**config.mk**
```make
export PLATFORM = sky130hd
export DESIGN_NAME = layer_scan_ctl
export DESIGN_NICKNAME = d
export VERILOG_FILES = /design/src/rtl/cube0414_pkg.sv /design/src/rtl/layer_scan_ctl_scan_timer.sv /design/src/rtl/layer_scan_ctl.sv
export SDC_FILE = /design/constraint.sdc
export NUM_CORES = 1
export LEC_CHECK = 0
export CAP_MARGIN = 0
export CORE_MARGIN = 2
export CORE_UTILIZATION = 62
export CTS_CLUSTER_DIAMETER = 120
export DETAILED_ROUTE_END_ITERATION = 16
export DONT_BUFFER_PORTS = 1
export HOLD_SLACK_MARGIN = 0.08
export PLACE_DENSITY = 0.78
export SETUP_SLACK_MARGIN = 0.1
export SYNTH_ARGS = -nofsm -noshare
export SYNTH_HDL_FRONTEND = slang
export SYNTH_SLANG_ARGS = --single-unit
```
**constraint.sdc**
```tcl
create_clock -name clk_in -period 2.05 [get_ports clk_in]
set_input_delay 0.41 -clock clk_in [delete_from_list [all_inputs] [get_ports clk_in]]
set_output_delay 0.41 -clock clk_in [all_outputs]
set_load 0.005 [all_outputs]
```
**src/rtl/cube0414_pkg.sv**
```systemverilog
// Shared definitions for the cube LED driver: scan-sequencer states, LED
// addressing, default timing constants and the SPI command bytes.
package cube0414_pkg;

    typedef enum logic [2:0] {
        ST_IDLE,
        ST_READ,
        ST_WAIT_RD,
        ST_SEND,
        ST_LATCH
    } scan_state_e;

    localparam int unsigned LED_ADDR_WIDTH     = 6;
    localparam int unsigned LATCH_CYCLES_DEF   = 4000;
    localparam int unsigned REFRESH_CYCLES_DEF = 1600000;

    // Command bytes understood by the SPI-side layer writer
    localparam logic [7:0] CMD_SEL_LAYER = 8'h2a;
    localparam logic [7:0] CMD_WR_DATA   = 8'h2b;
    localparam logic [7:0] CMD_COMMIT    = 8'h2c;

endpackage

```
**src/rtl/layer_scan_ctl_scan_timer.sv**
```systemverilog
// scan_timer: loadable down-counter; expired_out is high while the count is zero.
module scan_timer #(
    parameter int unsigned      WIDTH   = 12,
    parameter logic [WIDTH-1:0] RST_VAL = '0
) (
    input  logic             clk_in,
    input  logic             rst_in,
    input  logic             load_in,
    input  logic [WIDTH-1:0] load_val_in,
    input  logic             en_in,
    output logic             expired_out
);

    logic [WIDTH-1:0] count_q, count_d;

    always_comb begin
        count_d = count_q;
        if (load_in) begin
            count_d = load_val_in;
        end else if (en_in && (count_q != '0)) begin
            count_d = count_q - WIDTH'(1);
        end
    end

    always_ff @(posedge clk_in or posedge rst_in) begin
        if (rst_in) begin
            count_q <= RST_VAL;
        end else begin
            count_q <= count_d;
        end
    end

    assign expired_out = (count_q == '0);

endmodule

```
**src/rtl/layer_scan_ctl.sv**
```systemverilog
// layer_scan_ctl: walks the layer RAMs, kicks the WS2812 encoders per LED and
// holds the latch gap. Define LAYER_SCAN_AUTO_REFRESH_EN for idle auto re-scan.
module layer_scan_ctl
    import cube0414_pkg::*;
#(
    parameter int unsigned ADDR_WIDTH     = LED_ADDR_WIDTH,
    parameter int unsigned RD_LAT         = 1,
    parameter int unsigned RST_CYCLES     = LATCH_CYCLES_DEF,
    parameter int unsigned REFRESH_CYCLES = REFRESH_CYCLES_DEF
) (
    input  logic                  clk_in,
    input  logic                  rst_in,
    input  logic                  frame_rdy_in,
    input  logic                  bit_done_in,
    output logic                  rd_en_out,
    output logic [ADDR_WIDTH-1:0] rd_addr_out,
    output logic                  bit_start_out,
    output logic                  latch_out,
    output logic                  busy_out,
    output logic                  frame_done_out
);

    localparam int unsigned LATCH_W   = $clog2(RST_CYCLES + 1);
    localparam int unsigned WAIT_LOAD = (RD_LAT >= 2) ? RD_LAT - 2 : 0;

    if (RD_LAT < 1 || RD_LAT > 3) begin : g_bad_rd_lat
        $error("layer_scan_ctl: RD_LAT must be 1..3");
    end
    if (RST_CYCLES < 2) begin : g_bad_rst_cycles
        $error("layer_scan_ctl: RST_CYCLES must be at least 2");
    end
    if (REFRESH_CYCLES == 0) begin : g_bad_refresh_cycles
        $error("layer_scan_ctl: REFRESH_CYCLES must be non-zero");
    end

    scan_state_e           state_q, state_d;
    logic [ADDR_WIDTH-1:0] addr_q, addr_d;
    logic [1:0]            wait_q, wait_d;
    logic                  pending_q, pending_d;
    logic                  busy_q, busy_d;
    logic                  start_q, start_d;
    logic                  latch_load;
    logic                  latch_expired;
    logic                  refresh_fire;
    logic                  scan_req;

    scan_timer #(
        .WIDTH   (LATCH_W),
        .RST_VAL ('0)
    ) u_latch_timer (
        .clk_in      (clk_in),
        .rst_in      (rst_in),
        .load_in     (latch_load),
        .load_val_in (LATCH_W'(RST_CYCLES - 1)),
        .en_in       (state_q == ST_LATCH),
        .expired_out (latch_expired)
    );

`ifdef LAYER_SCAN_AUTO_REFRESH_EN
    localparam int unsigned REFRESH_W = $clog2(REFRESH_CYCLES + 1);

    logic refresh_expired;

    // Preset out of reset so the idle interval is measured from reset release too
    scan_timer #(
        .WIDTH   (REFRESH_W),
        .RST_VAL (REFRESH_W'(REFRESH_CYCLES - 1))
    ) u_refresh_timer (
        .clk_in      (clk_in),
        .rst_in      (rst_in),
        .load_in     ((state_q != ST_IDLE) || frame_rdy_in),
        .load_val_in (REFRESH_W'(REFRESH_CYCLES - 1)),
        .en_in       (state_q == ST_IDLE),
        .expired_out (refresh_expired)
    );

    assign refresh_fire = (state_q == ST_IDLE) && refresh_expired;
`else
    assign refresh_fire = 1'b0;
`endif

    assign scan_req = frame_rdy_in || refresh_fire;

    always_comb begin
        state_d    = state_q;
        addr_d     = addr_q;
        wait_d     = wait_q;
        pending_d  = pending_q;
        latch_load = 1'b0;

        if ((state_q != ST_IDLE) && frame_rdy_in) begin
            pending_d = 1'b1;
        end

        case (state_q)
            ST_IDLE: begin
                if (scan_req) begin
                    state_d = ST_READ;
                    addr_d  = '0;
                end
            end
            ST_READ: begin
                if (RD_LAT == 1) begin
                    state_d = ST_SEND;
                end else begin
                    state_d = ST_WAIT_RD;
                    wait_d  = 2'(WAIT_LOAD);
                end
            end
            ST_WAIT_RD: begin
                if (wait_q == 2'd0) begin
                    state_d = ST_SEND;
                end else begin
                    wait_d = wait_q - 2'd1;
                end
            end
            ST_SEND: begin
                if (bit_done_in) begin
                    if (addr_q == '1) begin
                        state_d    = ST_LATCH;
                        latch_load = 1'b1;
                    end else begin
                        state_d = ST_READ;
                        addr_d  = addr_q + ADDR_WIDTH'(1);
                    end
                end
            end
            ST_LATCH: begin
                // A request landing on the last gap cycle chains straight into the next scan
                if (latch_expired) begin
                    if (pending_q || frame_rdy_in) begin
                        state_d   = ST_READ;
                        addr_d    = '0;
                        pending_d = 1'b0;
                    end else begin
                        state_d = ST_IDLE;
                    end
                end
            end
            default: begin
                state_d = ST_IDLE;
            end
        endcase

        busy_d  = (state_d != ST_IDLE);
        start_d = (state_d == ST_SEND) && (state_q != ST_SEND);
    end

    always_ff @(posedge clk_in or posedge rst_in) begin
        if (rst_in) begin
            state_q   <= ST_IDLE;
            addr_q    <= '0;
            wait_q    <= '0;
            pending_q <= 1'b0;
            busy_q    <= 1'b0;
            start_q   <= 1'b0;
        end else begin
            state_q   <= state_d;
            addr_q    <= addr_d;
            wait_q    <= wait_d;
            pending_q <= pending_d;
            busy_q    <= busy_d;
            start_q   <= start_d;
        end
    end

    assign rd_en_out      = (state_q == ST_READ);
    assign rd_addr_out    = addr_q;
    assign bit_start_out  = start_q;
    assign latch_out      = (state_q == ST_LATCH);
    assign busy_out       = busy_q;
    assign frame_done_out = (state_q == ST_LATCH) && latch_expired;

endmodule

```
==> impl_metrics.ini, run 1 <==
[timing]
rsz0062_at_grt = true
tightest_slew_ps = 518
hold_viol = 0
timing.hold.ws_ps = 200
finalSetupViolations = 0
slew_headroom_pct = 65.2
maxSlewViolCount = 0
tns_ps = 0
finalCriticalPeriod_ps = 1880
fmax_mhz = 533
skew_ps = 12.9
timing.final.crit_share_pct = 91.6

[final_layout]
stdcell_area_sq_um = 1770
stdcell_count = 213
area_delta_synth_final_pct = 12.4
layout-drive-gt1-share_pct = 24.0
antenna_cells = 0
nets = 191

[outcome]
status = finished clean

[power_and_ir_drop]
ir_worst_vdd_uv = 615
leakage_nw = 0.758
p_per_area_nw_per_um2 = 663

[logic_synthesis]
synth_flop_cell = dfrtp_1
synthesis.nets = 177
netlist.area_leader.share_pct = 41.4
syn_area_per_cell_sq_um = 9.24
yosysSeqAreaShare_pct = 41.4
synthDistinctLibCells = 44
ys_async_sr_fraction_pct = 100
synth_edf_count = 0
synthCells = 170
synth_top_cell_by_area = dfrtp_1
synth-seq-cells = 26
netlist_area_sq_um = 1570
synthTopCellsByArea = dfrtp_1 41%, a31oi_1 4.0%, inv_1 3.6%, nor2_1 3.3%, nand3_1 3.2%
yosysWarnings = 0

[place]
port_buffers = 0
gp_congestion = 0.819
placed_area_sq_um = 1580
dp_hpwl_um = 2180
dp.cells = 197

[cts]
root_buffer = clkbuf_4
cts_buffer_depth = 2
cts_tree = done
clkLatencyLatePin_ps = 340
htreeDepth = 1
cts_sinks = 26
cts_made_buffers = 3
path_clk_slew_ps = 160

[global_route]
grt_antenna_before_repair = 0
grt_usage_pct = 24.5
grt_pass1_vias = 1214
grt_pass1_wl_um = 5280
overflow = 0
grt_max_degree = 27

[route]
avgViaCountPerCell = 6.22
first_pass_iters = 4
routed_wirelength_um = 3370
drtIter0Drc = 35
avgRoutedWirePerCell_um = 15.8
antenna_left = 0
drc = 0
dr_total_vias = 1324

[critical_path]
critPathRequiredTime_ps = 1640
worstSetupStartpointType = flop
critPathKind = flop to output pin
critPathMaxFanout = 3
worstPathArrival_ps = 1470
endpoint_kind = output pin

[floorplan]
die_h_um = 54.3
io_pins = 15
floorplan.initialDensity_pct = 64.6
core_area_sq_um = 2430
die_area_sq_um = 2950
rows = 18
die_w_um = 54.3

[worst_hold_path]
hold_class = primary input to flop

[flow_run]
max-cap-violations = 0
-- repair_timing --
item,4_1_cts,5_1_grt
endpoints found under the setup margin,1,7
gates resized for setup,5,8
hold buffers,1,0
pin swaps,0,5
endpoints found under the hold margin,26,0
setup buffers,1,10
gates cloned,0,0
-- stage by stage --
step	setup WS (ps)	util [%]	total power, W
6_report	172	72.6	0.00117
5_1_grt	85.0	72.6	0.00124
4_1_cts	115	68.6	0.00116
3_5_place_dp	259	64.8	0.000811
3_3_place_gp	324	64.8	0.000792
2_1_floorplan	380	-	0.000765
-- worst max-delay path, stage by stage, from the launching register on --
cell and delay, ps:
dfrtp_1 440, inv_2 80, ha_4 130, nor3b_4 190, nand3_2 140, nor2_4 150
-- where the power goes --
group	internal (W)	switching, W	total [W]
clock network	0.000198	0.000165	0.000363
logic	0.0000647	0.0000896	0.000154
registers	0.000562	0.0000918	0.000654
-- synthesized netlist by cell type, types with 2 or more instances --
master and count:
nand2_1 10, and3_2 5, dfrtp_1 26, o21ai_1 9
a21oi_1 9, mux2i_1 3, nand3_1 10, buf_6 4
inv_1 15, nor3b_2 2, and2_1 2, nor3_1 3
and4_1 3, o211ai_1 4, a31oi_1 10, ha_1 3
nand3b_1 2, and3_1 3, o21ai_0 4, or3_1 6
nor2_1 14
-- cells by family (layout without fill, tap and decap cells) --
group	Yosys count	after routing	share of synthesized area, %
flops	26	26	41.4
mux	3	3	1.91
xor+xnor	1	1	0.558
fa+ha+maj	3	3	2.39
simple gates	73	73	29.9
compound gates	42	42	16.3
buf+inv	22	35	7.49
-- registers in the layout, indices dropped and copies added, names as in the netlist --
register	cells
rd_addr_out	6
bit_start_out	1
wait_q	2
busy_out	1
u_latch_timer.count_q	12
state_q	3
pending_q	1
-- layout by cell type, fill, tap and decap left out, drive strengths merged, types with 4 or more instances in the layout --
cell	instances
and4	4
buf	15
a21oi	9
a31oi	10
o211ai	4
inv	15
o21ai	14
nand3	10
dfrtp	26
or3	6
nor2	14
and3	8
nand2	10
-- per-layer routing --
| metal | routed length [um] | share of wire (%) | global-route usage (%) | vias to the layer above |
|---|---|---|---|---|
| met2 | 1730 | 51 | 43.0 | 39 |
| met1 | 1460 | 43 | 29.4 | 632 |
| li1 | - | - | - | 647 |
| met4 | 49 | 1.5 | 9.58 | 0 |
| met5 | 0 | 0 | 0 | - |
| met3 | 132 | 3.9 | 4.37 | 6 |
-- layout make-up --
cell class | count | area [sq um]
Multi-Input combinational cell | 122 | 842
Fill cell | 170 | 667
Sequential cell | 26 | 654
Timing Repair Buffer | 16 | 123
Inverter | 15 | 56.3
Tap cell | 30 | 37.5
Clock inverter | 1 | 30.0
Clock buffer | 3 | 22.5
-- path summary, 6_finish.rpt --
kind	from	end	slack (ps)	cells past startpoint
min	bit_done_in	state_q[1]	200	1
min in group asynchronous	rst_in	u_latch_timer.count_q[1]	540	3
max reg2reg	u_latch_timer.count_q[1]	u_latch_timer.count_q[9]	230	9
min reg2reg	pending_q	pending_q	560	2
max	u_latch_timer.count_q[1]	frame_done_out	170	5
max in group asynchronous	rst_in	u_latch_timer.count_q[8]	1230	3
Power figures use the tool's default switching activity.
==> run 2: changes to the inputs <==
--- a/config.mk
+++ b/config.mk
@@ -6,13 +6,16 @@
 export NUM_CORES = 1
 export LEC_CHECK = 0
 export CAP_MARGIN = 0
+export CELL_PAD_IN_SITES_DETAIL_PLACEMENT = 0
+export CELL_PAD_IN_SITES_GLOBAL_PLACEMENT = 2
 export CORE_MARGIN = 2
-export CORE_UTILIZATION = 62
+export CORE_UTILIZATION = 42
 export CTS_CLUSTER_DIAMETER = 120
 export DETAILED_ROUTE_END_ITERATION = 16
 export DONT_BUFFER_PORTS = 1
 export HOLD_SLACK_MARGIN = 0.08
-export PLACE_DENSITY = 0.78
+export MAX_ROUTING_LAYER = met4
+export PLACE_DENSITY_LB_ADDON = 0.1
 export SETUP_SLACK_MARGIN = 0.1
 export SYNTH_ARGS = -nofsm -noshare
 export SYNTH_HDL_FRONTEND = slang
==> constraint.sdc (replaced) <==
create_clock -name clk_in -period 2.2 [get_ports clk_in]
set_input_delay 0.44 -clock clk_in [delete_from_list [all_inputs] [get_ports clk_in]]
set_output_delay 0.44 -clock clk_in [all_outputs]
set_load 0.005 [all_outputs]
==> run 2 against run 1 <==
  * Clock power is 15% lower
  * Final cell count rose by 2.8%
  * Non-clock buffer count down 12
  * Final area down 5.5%
  * Register-to-register slack worse by 30 ps
  * Die area increased by 44%
  * First-iteration DRC count increased by 83%
  * Total power is 9.8% lower
  * Combinational power shrank 10%
  * Worst hold slack worse by 90 ps
  * Wire length shrank 5.3%
  * Count of clock-buffer cells in the layout is 1 higher
==> impl_metrics.ini, run 2 (synthesis gave the netlist of run 1 again) <==
[route]
routed_wirelength_um = 3190
drc = 0
first_pass_iters = 4
drtIter0Drc = 64
dr_total_vias = 1239
antenna_left = 0
avgRoutedWirePerCell_um = 14.6
avgViaCountPerCell = 5.66

[worst_hold_path]
hold_class = primary input to async pin

[floorplan]
die_h_um = 65.1
die_area_sq_um = 4240
die_w_um = 65.1
core_area_sq_um = 3630
rows = 22
floorplan.initialDensity_pct = 43.2
io_pins = 15

[critical_path]
worstSetupStartpointType = flop
critPathKind = flop to flop
max_stage_delay_ps = 450
r2r_cells = 6
cp_cell_sequence = inv_1 > ha_1 > nor3b_4 > nand4_2 > o21ai_2 > a31oi_1
endpoint_kind = flop
rrSetupSlack_ps = 200
r2r_start = u_latch_timer.count_q[0]
crit_start = u_latch_timer.count_q[0]
reg2reg_to = rd_addr_out[2]
critPathRequiredTime_ps = 2340
cp_num_cells = 6
cp_top_family = simple AND/OR/NAND/NOR gates
worstPathArrival_ps = 2140
critPathMaxFanout = 17
critPathBufInv = 1
slowest_stage = o21ai_2
crit_end = rd_addr_out[2]

[final_layout]
largest_register_ff_count = 12
antenna_cells = 0
area_delta_synth_final_pct = 6.29
layout_common_cells = 26 x dfrtp_1, 15 x inv_1, 13 x nor2_1
nets = 179
n_fill_cell = 369
layout-drive-gt1-share_pct = 14.6
top_register = u_latch_timer.count_q
layout.area.seq_sq_um = 651
final_core_util_pct = 45.9
final_common_cell = dfrtp_1
multi_input_area_sq_um = 817

[timing]
timing.final.crit_share_pct = 90.8
maxSlewViolCount = 0
slew_headroom_pct = 68.4
fmax_mhz = 501
rsz0062_at_grt = true
finalSetupViolations = 0
tns_ps = 0
skew_ps = 1.97
finalCriticalPeriod_ps = 2000
tightest_slew_ps = 470
setup_slack_ps = 202
hold_viol = 0

[global_route]
grt_pass1_vias = 1166
grt_max_degree = 27
grt_pass1_wl_um = 5420
grt_antenna_before_repair = 0
grt_usage_pct = 16.8
overflow = 0

[cts]
cts_sinks = 26
cts_tree = done
cts_made_buffers = 3
cts_buffer_depth = 2
path_clk_slew_ps = 90
clkLatencyLatePin_ps = 270
htreeDepth = 1
cts_setup_buffers = 0
root_buffer = clkbuf_8

[power_and_ir_drop]
p_per_area_nw_per_um2 = 633
leakage_nw = 0.709
ir_worst_vdd_uv = 233

[place]
dpl_worst_slack_ps = 223
gp_congestion = 0.744
dp_hpwl_um = 2280
port_buffers = 0

[outcome]
status = finished clean

[flow_run]
max-cap-violations = 0
==> run 2: cell count changes in the layout (fill, tap and decap cells not counted), moves of 2 or more <==
cell      delta
inv_1        +2
dfrtp_1      +3
clkbuf_4     -3
dfrtp_2      -3
buf_4       -11
clkbuf_8     +4
inv_2        -2
==> run 2: worst min-delay path by stage <==
stage          cells after the start    from                   endpoint  slack [ps]
6_report                           2  rst_in   u_latch_timer.count_q[3]         110
5_1_grt                            2  rst_in  u_latch_timer.count_q[11]         140
4_1_cts                            2  rst_in  u_latch_timer.count_q[11]         120
3_5_place_dp                       2  rst_in   u_latch_timer.count_q[5]         420
3_3_place_gp                       2  rst_in   u_latch_timer.count_q[3]         410
2_1_floorplan                      1  rst_in              bit_start_out         480
==> run 2: layout make-up <==
class                           instances  share of cell area (%)
Clock buffer                            4                    3.30
Timing Repair Buffer                    4                    1.80
Sequential cell                        26                    39.0
Tap cell                               48                    3.60
Inverter                               15                    3.37
Multi-Input combinational cell        122                    49.0
==> run 2: through the flow <==
step,cell area [sq um],total power [W],cells,hold slack (ps)
6_report,1670,0.00106,219,110
5_1_grt,1670,0.00113,219,137
4_1_cts,1650,0.00107,219,119
3_5_place_dp,1600,0.000759,215,418
3_3_place_gp,1600,0.000749,215,412
2_1_floorplan,1570,0.000713,170,480
==> run 2: what timing repair did <==
action / 4_1_cts / 5_1_grt
setup endpoints to repair: 0 / 7
hold buffers: 0 / 0
endpoints found under the hold margin: 0 / 0
gates resized for setup: 0 / 3
==> run 2: worst reg2reg max path, stage by stage (launching register included) <==
cell,delay [ps]
dfrtp_1,410
inv_1,70
ha_1,180
nor3b_4,250
nand4_2,390
o21ai_2,450
a31oi_1,130
==> run 2: metal layers <==
layer,up-vias,wire [um],global-route usage [%]
met2,17,1620,29.8
met4,0,24,5.47
met5,-,0,-
met1,600,1460,19.7
li1,620,-,-
met3,2,93,2.57
==> run 2: report_power, final <==
group | switching [W] | internal, W
clock | 0.000150 | 0.000160
combinational | 0.0000796 | 0.0000583
sequential | 0.0000851 | 0.000523
total | 0.000315 | 0.000742
